File: src/rtl/byte_decode.sv
// Streaming LSB-first unpacker: bytes in, D-bit coefficients out, framed by N_COEFFS.
// Optional macro BYTE_DECODE_MODQ_EN reduces 12-bit coefficients modulo 3329.
module byte_decode #(
    parameter int D        = 12,
    parameter int N_COEFFS = 256
) (
    input  logic        clk_i,
    input  logic        rst_ni,
    input  logic        clear_i,
    input  logic        in_valid_i,
    input  logic [7:0]  in_byte_i,
    output logic        in_ready_o,
    output logic        out_valid_o,
    output logic [11:0] out_coeff_o,
    output logic        out_last_o,
    input  logic        out_ready_i
);

    localparam int FRAME_BYTES = N_COEFFS * D / 8;
    localparam int BW          = $clog2(FRAME_BYTES + 1);
    localparam int CW          = (N_COEFFS > 1) ? $clog2(N_COEFFS) : 1;

    logic [23:0]   buffer_q, buffer_d, base_buf;
    logic [4:0]    fill_q, fill_d, base_fill;
    logic [BW-1:0] byte_cnt_q, byte_cnt_d;
    logic [CW-1:0] coeff_cnt_q, coeff_cnt_d;
    logic          in_hs, out_hs, last_hs;
    logic [11:0]   raw_coeff;

    assign in_ready_o  = (fill_q <= 5'd16) && (byte_cnt_q < BW'(FRAME_BYTES)) && !clear_i;
    assign out_valid_o = (fill_q >= 5'(D));
    assign out_last_o  = out_valid_o && (coeff_cnt_q == CW'(N_COEFFS - 1));

    assign in_hs   = in_valid_i && in_ready_o;
    assign out_hs  = out_valid_o && out_ready_i;
    assign last_hs = out_hs && out_last_o;

    // Consume first, then append the new byte just above whatever bits remain.
    always_comb begin
        base_buf    = buffer_q;
        base_fill   = fill_q;
        if (out_hs) begin
            base_buf  = buffer_q >> D;
            base_fill = fill_q - 5'(D);
        end
        buffer_d    = base_buf;
        fill_d      = base_fill;
        byte_cnt_d  = byte_cnt_q;
        coeff_cnt_d = coeff_cnt_q;
        if (in_hs) begin
            buffer_d   = base_buf | ({16'd0, in_byte_i} << base_fill);
            fill_d     = base_fill + 5'd8;
            byte_cnt_d = byte_cnt_q + BW'(1);
        end
        if (out_hs) begin
            coeff_cnt_d = coeff_cnt_q + CW'(1);
        end
        if (last_hs) begin
            byte_cnt_d  = '0;
            coeff_cnt_d = '0;
        end
        if (clear_i) begin
            buffer_d    = '0;
            fill_d      = '0;
            byte_cnt_d  = '0;
            coeff_cnt_d = '0;
        end
    end

    always_ff @(posedge clk_i or negedge rst_ni) begin
        if (!rst_ni) begin
            buffer_q    <= '0;
            fill_q      <= '0;
            byte_cnt_q  <= '0;
            coeff_cnt_q <= '0;
        end else begin
            buffer_q    <= buffer_d;
            fill_q      <= fill_d;
            byte_cnt_q  <= byte_cnt_d;
            coeff_cnt_q <= coeff_cnt_d;
        end
    end

    assign raw_coeff = 12'(buffer_q[D-1:0]);

`ifdef BYTE_DECODE_MODQ_EN
    generate
        if (D == 12) begin : g_modq
            assign out_coeff_o = (raw_coeff >= 12'd3329) ? (raw_coeff - 12'd3329) : raw_coeff;
        end else begin : g_raw
            assign out_coeff_o = raw_coeff;
        end
    endgenerate
`else
    assign out_coeff_o = raw_coeff;
`endif

endmodule

File: config.mk
export PLATFORM = sky130hd
export DESIGN_NAME = byte_decode
export DESIGN_NICKNAME = d
export VERILOG_FILES = /design/src/rtl/byte_decode.sv
export SDC_FILE = /design/constraint.sdc
export NUM_CORES = 1
export LEC_CHECK = 0
export BUFFER_PORTS_ARGS = -buffer_cell sky130_fd_sc_hd__buf_2
export CORE_MARGIN = 10
export CORE_UTILIZATION = 50
export DETAILED_ROUTE_END_ITERATION = 6
export GPL_TIMING_DRIVEN = 0
export PLACE_DENSITY = 0.7
export SYNTH_ARGS = -nofsm -noshare
export SYNTH_HDL_FRONTEND = slang
export SYNTH_SLANG_ARGS = --single-unit
File: constraint.sdc
create_clock -name clk_i -period 3.3 [get_ports clk_i]
set_input_delay 0.33 -clock clk_i [delete_from_list [all_inputs] [get_ports clk_i]]
set_output_delay 0.33 -clock clk_i [all_outputs]
set_load 0.01 [all_outputs]
======== Word level (Yosys, flattened, before mapping) ========
Cells that the tools add are included.
word-level totals
  word-level logic and storage cells ...... 35
  register bits ........................... 46
  output and inout port bits .............. 15
  input port bits ......................... 13
cells by class
  bitwise logic cells ..................... 1
  add/sub/neg operators ................... 4
  shift operators ......................... 1
  magnitude comparators ................... 3
  multiplexer cells ....................... 12
  equality and inequality tests ........... 1
  reductions and logical operators ........ 9
operators by type and width
  operator             number
  $mux 24              3
  $mux 9               3
  $mux 8               3
  $or 24x24->24        1
  $shl 8x5->24         1
  $mux 5               3
  $add 9x1->9 const B  1
  $lt 9x9->1 const B   1
  $add 8x1->8 const B  1
  $eq 8x8->1 const B   1
  $logic_and 1x1->1    6
  $reduce_bool 3->1    2
  $add 5x4->5 const B  1
  $ge 5x4->1 const B   1
  $le 5x5->1 const B   1
  $sub 5x4->5 const B  1
  $logic_not 1->1      1

======== Depth between registers and ports, before layout ========
  depth after elaboration ................. 7
  depth in mapped cells ................... 9
  mapped depth without buffers ............ 8

======== Worst setup path after synthesis ========
OpenSTA, ideal clock, no wires.
  path type ............................... reg2reg
  from .................................... register fill_q[3]
  to ...................................... register buffer_q[16]
  library setup time ...................... 0.126 ns
  cell stages (with the launch flop) ...... 9
  arrival time ............................ 1.873 ns
  period minus slack after synthesis ...... 1.999 ns
  path buffers ............................ 1
  required time ........................... 3.174 ns
  setup slack ............................. 1.301 ns
  cell sequence ........................... dfrtp_1 > ha_1 > ha_1 > or3_1 > buf_6 > nand2_8 > a21oi_4 > and3_1 > a221o_1
between the ends
  word-level cells in the longest chain between the ends .. 7
  elaborated cells on any way between the ends .. 13
  those cells by class .................... add/sub (1); order compare (2); shift (1); mux (4); bitwise (1); reduce/logical (4)
RTL lines
  what                    RTL line  source
  from (decl)             24        logic [4:0] fill_q, fill_d, base_fill;
  from (signal assigned)  78        fill_q <= fill_d;
  $ge 5x4->1              31        assign out_valid_o = (fill_q >= 5'(D));
  $logic_and 1x1->1       35        assign out_hs = out_valid_o && out_ready_i;
  $mux 5                  42        if (out_hs) begin
  $shl 8x5->24            51        buffer_d = base_buf | ({16'd0, in_byte_i} << base_fill);
  $or 24x24->24           51
  $mux 24 (*)             50        if (in_hs) begin
  $mux 24 (*)             62        if (clear_i) begin
  named net buffer_d[16]  23        logic [23:0] buffer_q, buffer_d, base_buf;
  to (signal assigned)    77        buffer_q <= buffer_d;
  to (decl)               23
The timed path passes the listed nets; every way through them passes the cells marked *.
A chain may end at the register's enable or synchronous reset.

======== Worst setup path in the final report ========
  from .................................... register fill_q[3]
  to ...................................... register buffer_q[2]
The elaborated chain is that of the path after synthesis.

==> Implementation_results.wiki <==
{| class="wikitable"
! Metric !! Value
|-
| Yosys warns || 0
|-
| Net count after synthesis || 270
|-
| Row count || 26
|-
| Worst setup path category || reg -> reg
|-
| Starting Density || roughly half
|-
| Placement-stage worst setup slack || 0.901 ns
|-
| Maximum number of pins on one net before global-route repair || 45
|-
| Cell Int Power || 0.000797 W
|-
| Share of power burned in registers || 51.4%
|-
| Die span in y || 91.7 um
|-
| Clock network fraction of design power || approximately a third
|-
| Fmax || 0.409 GHz
|-
| Max transition margin || 34.1%
|-
| Critical Path AT || 2.66 ns
|-
| Remaining routing DRC violations || 0
|-
| Mean routed wirelength per cell || 17.1 um
|-
| Power density of the placed cells || roughly 380 nW/um^2
|-
| R2r startpoint || fill_q[3]
|-
| Fraction of layout instances using a drive strength above 1 || 26.3%
|-
| Antenna diode count || 0
|-
| Number of I/O port buffers || 26
|-
| Smallest setup slack after layout || 0.858 ns
|-
| H-tree depth || 2
|-
| Type of destination of the critical path || flop
|-
| Static power due to leakage || ~1.3 nW
|-
| Classification of the worst-slack hold path || in -> async
|-
| Half-perimeter wire length of the detailed placement result || 4300 um
|-
| Count of cell types in the netlist || 50
|-
| Switching power summed over all nets || between 0.0003 and 0.0004 W
|-
| Synthesized cell area || 2570 um^2
|-
| Number of CTS-inserted buffers || 5
|-
| Antenna viol nets, final || 0
|-
| Switching power share of the total || 27.6%
|-
| Highest net fanout along the worst path || 8
|-
| Setup slack on the worst flop-to-flop path || 0.86 ns
|-
| Number of fillers in the final layout || 463
|-
| GP Congestion || 0.855
|-
| Number of buffers between clock root and the deepest sink || 2
|-
| Number of detailed-routing iterations run before antenna repair || 4
|-
| Synth top area share || 42.8%
|-
| Final setup violating endpoints || 0
|-
| Std-Cell Core Area || 5040 um^2
|-
| Hold slack || 0.195 ns
|-
| Setup repair after global routing missed its margin || false
|-
| Setup TNS || 0 ns
|-
| Yosys reg bits || 44
|-
| Kind of launch point of the worst setup path || flop
|-
| Synth Instances || ~250
|-
| Endpoints failing hold || 0
|-
| Dominant register cell in the synthesized netlist || sky130_fd_sc_hd__dfrtp_1
|-
| Vias per std cell || 5.85
|-
| Num ports || 28
|-
| Synth area leaders || sky130_fd_sc_hd__dfrtp_1 43%, sky130_fd_sc_hd__nor2_1 3.9%, sky130_fd_sc_hd__mux2i_1 3.9%
|-
| Antenna violations before repair || 0
|-
| Number of global-route vias before repair || 2,098
|-
| Violation count after the first detailed-routing iteration || 171
|-
| Sequential element share of the synthesized area || a little over two fifths
|-
| Max Slew Vio Count || 0
|-
| Wirelength, routed || roughly 6000 um
|-
| Number of setup buffers added after CTS || 0
|-
| Worst VDD drop || 0.000183 V
|-
| Post-cts gate resize count || 0
|-
| Required arrival time at the worst endpoint || about 3.5 ns
|-
| TritonCTS clock tree || built
|-
| Total number of vias || 2,075
|-
| Status || completed
|-
| Number of cells on the worst reg-to-reg path || 8
|-
| NumNets Final || a little over 300
|-
| Fin crit share || 74.0%
|-
| Total of max-cap violations || 0
|-
| Capture instance of the worst register-to-register path || buffer_q[2]
|-
| Post-CTS clock slew at the launch and capture registers of the worst setup and hold paths || roughly 0.080 ns
|-
| Post-layout min period || 2.44 ns
|-
| Worst-Margin Slew || 0.989 ns
|-
| Syn avg cell area || 10.2 um^2
|-
| Cell type contributing the most total cell area after synthesis || sky130_fd_sc_hd__dfrtp_1
|-
| # clock sinks || 44
|-
| Post-synth EDFFs || 0
|-
| Overall global routing resource usage || 14.9%
|-
| Floorplan die area || 8410 um^2
|-
| Post-CTS Hold Buffers || 0
|-
| Async set-or-reset flop fraction in the synthesized netlist || 100%
|-
| Clk_lat worst skew || 0.30 ns
|-
| Clock skew after layout || 0.00652 ns
|-
| Buffer cell driving the clock tree root || sky130_fd_sc_hd__clkbuf_8
|-
| Part of the total power dissipated in combinational logic || about 16%
|-
| Die width || 91.7 um
|-
| Layout area overhead || 12.1%
|-
| Remaining global-route overflow || 0
|-
| Wire length of the first global-routing pass || slightly above 10,000 um
|}
-- how the worst max path moves through the flow --
stage	start	end	slack [ns]	cells after the start
6_report	fill_q[3]	buffer_q[2]	0.86	8
5_1_grt	fill_q[3]	buffer_q[2]	0.68	8
4_1_cts	fill_q[3]	buffer_q[2]	0.88	8
3_5_place_dp	fill_q[3]	buffer_q[2]	0.90	8
3_3_place_gp	fill_q[3]	buffer_q[17]	0.93	7
2_1_floorplan	fill_q[3]	buffer_q[16]	1.30	8
-- cells by family after synthesis --
family	synth area share (%)
flip-flops	42.8
AO/OA/AOI/OAI	21.3
adder cells (fa/ha/maj)	2.92
AND/OR/NAND/NOR	17.6
XOR/XNOR	3.75
buffers and inverters	7.78
multiplexers	3.89
-- cells in the mapped netlist (2+ instances only) --
master / number
sky130_fd_sc_hd__o21ai_0: 3
sky130_fd_sc_hd__a22o_1: 8
sky130_fd_sc_hd__buf_6: 4
sky130_fd_sc_hd__a22oi_2: 4
sky130_fd_sc_hd__nor3_1: 5
sky130_fd_sc_hd__a221o_1: 4
sky130_fd_sc_hd__a31oi_1: 5
sky130_fd_sc_hd__clkbuf_1: 3
sky130_fd_sc_hd__nor2_1: 27
sky130_fd_sc_hd__nand2_2: 2
sky130_fd_sc_hd__nand4_1: 5
sky130_fd_sc_hd__buf_4: 13
sky130_fd_sc_hd__ha_1: 6
sky130_fd_sc_hd__nand2_1: 19
sky130_fd_sc_hd__xor2_1: 6
sky130_fd_sc_hd__nand2b_1: 2
sky130_fd_sc_hd__dfrtp_1: 44
sky130_fd_sc_hd__o32ai_1: 5
sky130_fd_sc_hd__inv_2: 2
sky130_fd_sc_hd__mux2i_1: 10
sky130_fd_sc_hd__o221ai_1: 8
sky130_fd_sc_hd__nor3_4: 2
sky130_fd_sc_hd__o2bb2ai_1: 4
sky130_fd_sc_hd__a22oi_1: 4
sky130_fd_sc_hd__nand3_1: 7
sky130_fd_sc_hd__a21oi_1: 3
sky130_fd_sc_hd__or3_1: 3
sky130_fd_sc_hd__buf_2: 4
sky130_fd_sc_hd__o31ai_1: 2
sky130_fd_sc_hd__xnor2_1: 5
sky130_fd_sc_hd__and3_1: 9
sky130_fd_sc_hd__inv_1: 5
-- power by group through the flow --
stage,Sequential [W],Combinational (W),Clock (W)
detailed placement,0.000577,0.000180,0
CTS,0.000566,0.000180,0.000365
global route,0.000569,0.000197,0.000388
floorplan,0.000574,0.000118,0
finish,0.000566,0.000179,0.000356
global placement,0.000576,0.000178,0
-- per-layer routing --
metal | vias up | part of all wire [%] | track usage (%)
met3 | 13 | 5.9 | 3.83
met4 | 0 | 2.1 | 5.27
met2 | 61 | 46 | 24.0
li1 | 979 | - | -
met1 | 1022 | 46 | 18.9
met5 | - | 0 | 0
-- flip-flops by register name, summed over array words and instances (netlist names) --
signal / flops
fill_q: 3
byte_cnt_q: 9
coeff_cnt_q: 8
buffer_q: 24
-- cell type report --
| class | instances | area, um^2 | share of cell area [%] |
|---|---|---|---|
| Buffer | 24 | 174 | 6.03 |
| Tap cell | 70 | 87.6 | 3.04 |
| Sequential cell | 44 | 1100 | 38.2 |
| Clock buffer | 7 | 86.3 | 2.99 |
| Clock inverter | 1 | 7.51 | 0.260 |
| Timing Repair Buffer | 26 | 130 | 4.51 |
| Inverter | 7 | 26.3 | 0.911 |
| Multi-Input combinational cell | 176 | 1270 | 44.1 |
-- through the flow --
step	util, %	total power [W]	instance area [um^2]	cells
after floorplan	-	0.000692	2570	251
after global placement	55.3	0.000754	2790	347
after detailed placement	55.3	0.000757	2790	347
after CTS	57.2	0.00111	2880	355
after global routing	57.2	0.00115	2880	355
final	57.2	0.00110	2880	355
-- critical path, stage by stage, from the launching register on --
cell and delay, ns:
sky130_fd_sc_hd__dfrtp_1 0.47, sky130_fd_sc_hd__ha_1 0.23, sky130_fd_sc_hd__ha_1 0.25, sky130_fd_sc_hd__a211oi_2 0.35
sky130_fd_sc_hd__inv_2 0.13, sky130_fd_sc_hd__o211a_2 0.17, sky130_fd_sc_hd__nor3_4 0.46, sky130_fd_sc_hd__nand3_1 0.16
sky130_fd_sc_hd__a31oi_1 0.15
-- cells in the final DEF, fill, tap and decap left out, types with 6 or more instances in the layout --
| cell type | synthesis | routed |
|---|---|---|
| sky130_fd_sc_hd__nand2_1 | 19 | 19 |
| sky130_fd_sc_hd__and3_1 | 9 | 9 |
| sky130_fd_sc_hd__mux2i_1 | 10 | 10 |
| sky130_fd_sc_hd__o221ai_1 | 8 | 8 |
| sky130_fd_sc_hd__clkbuf_8 | 0 | 6 |
| sky130_fd_sc_hd__nor2_1 | 27 | 27 |
| sky130_fd_sc_hd__buf_2 | 4 | 30 |
| sky130_fd_sc_hd__nand3_1 | 7 | 7 |
| sky130_fd_sc_hd__buf_4 | 13 | 13 |
| sky130_fd_sc_hd__ha_1 | 6 | 6 |
| sky130_fd_sc_hd__a22o_1 | 8 | 8 |
| sky130_fd_sc_hd__dfrtp_1 | 44 | 44 |
| sky130_fd_sc_hd__xor2_1 | 6 | 6 |
Note: power is estimated with default switching activity, not from simulation.
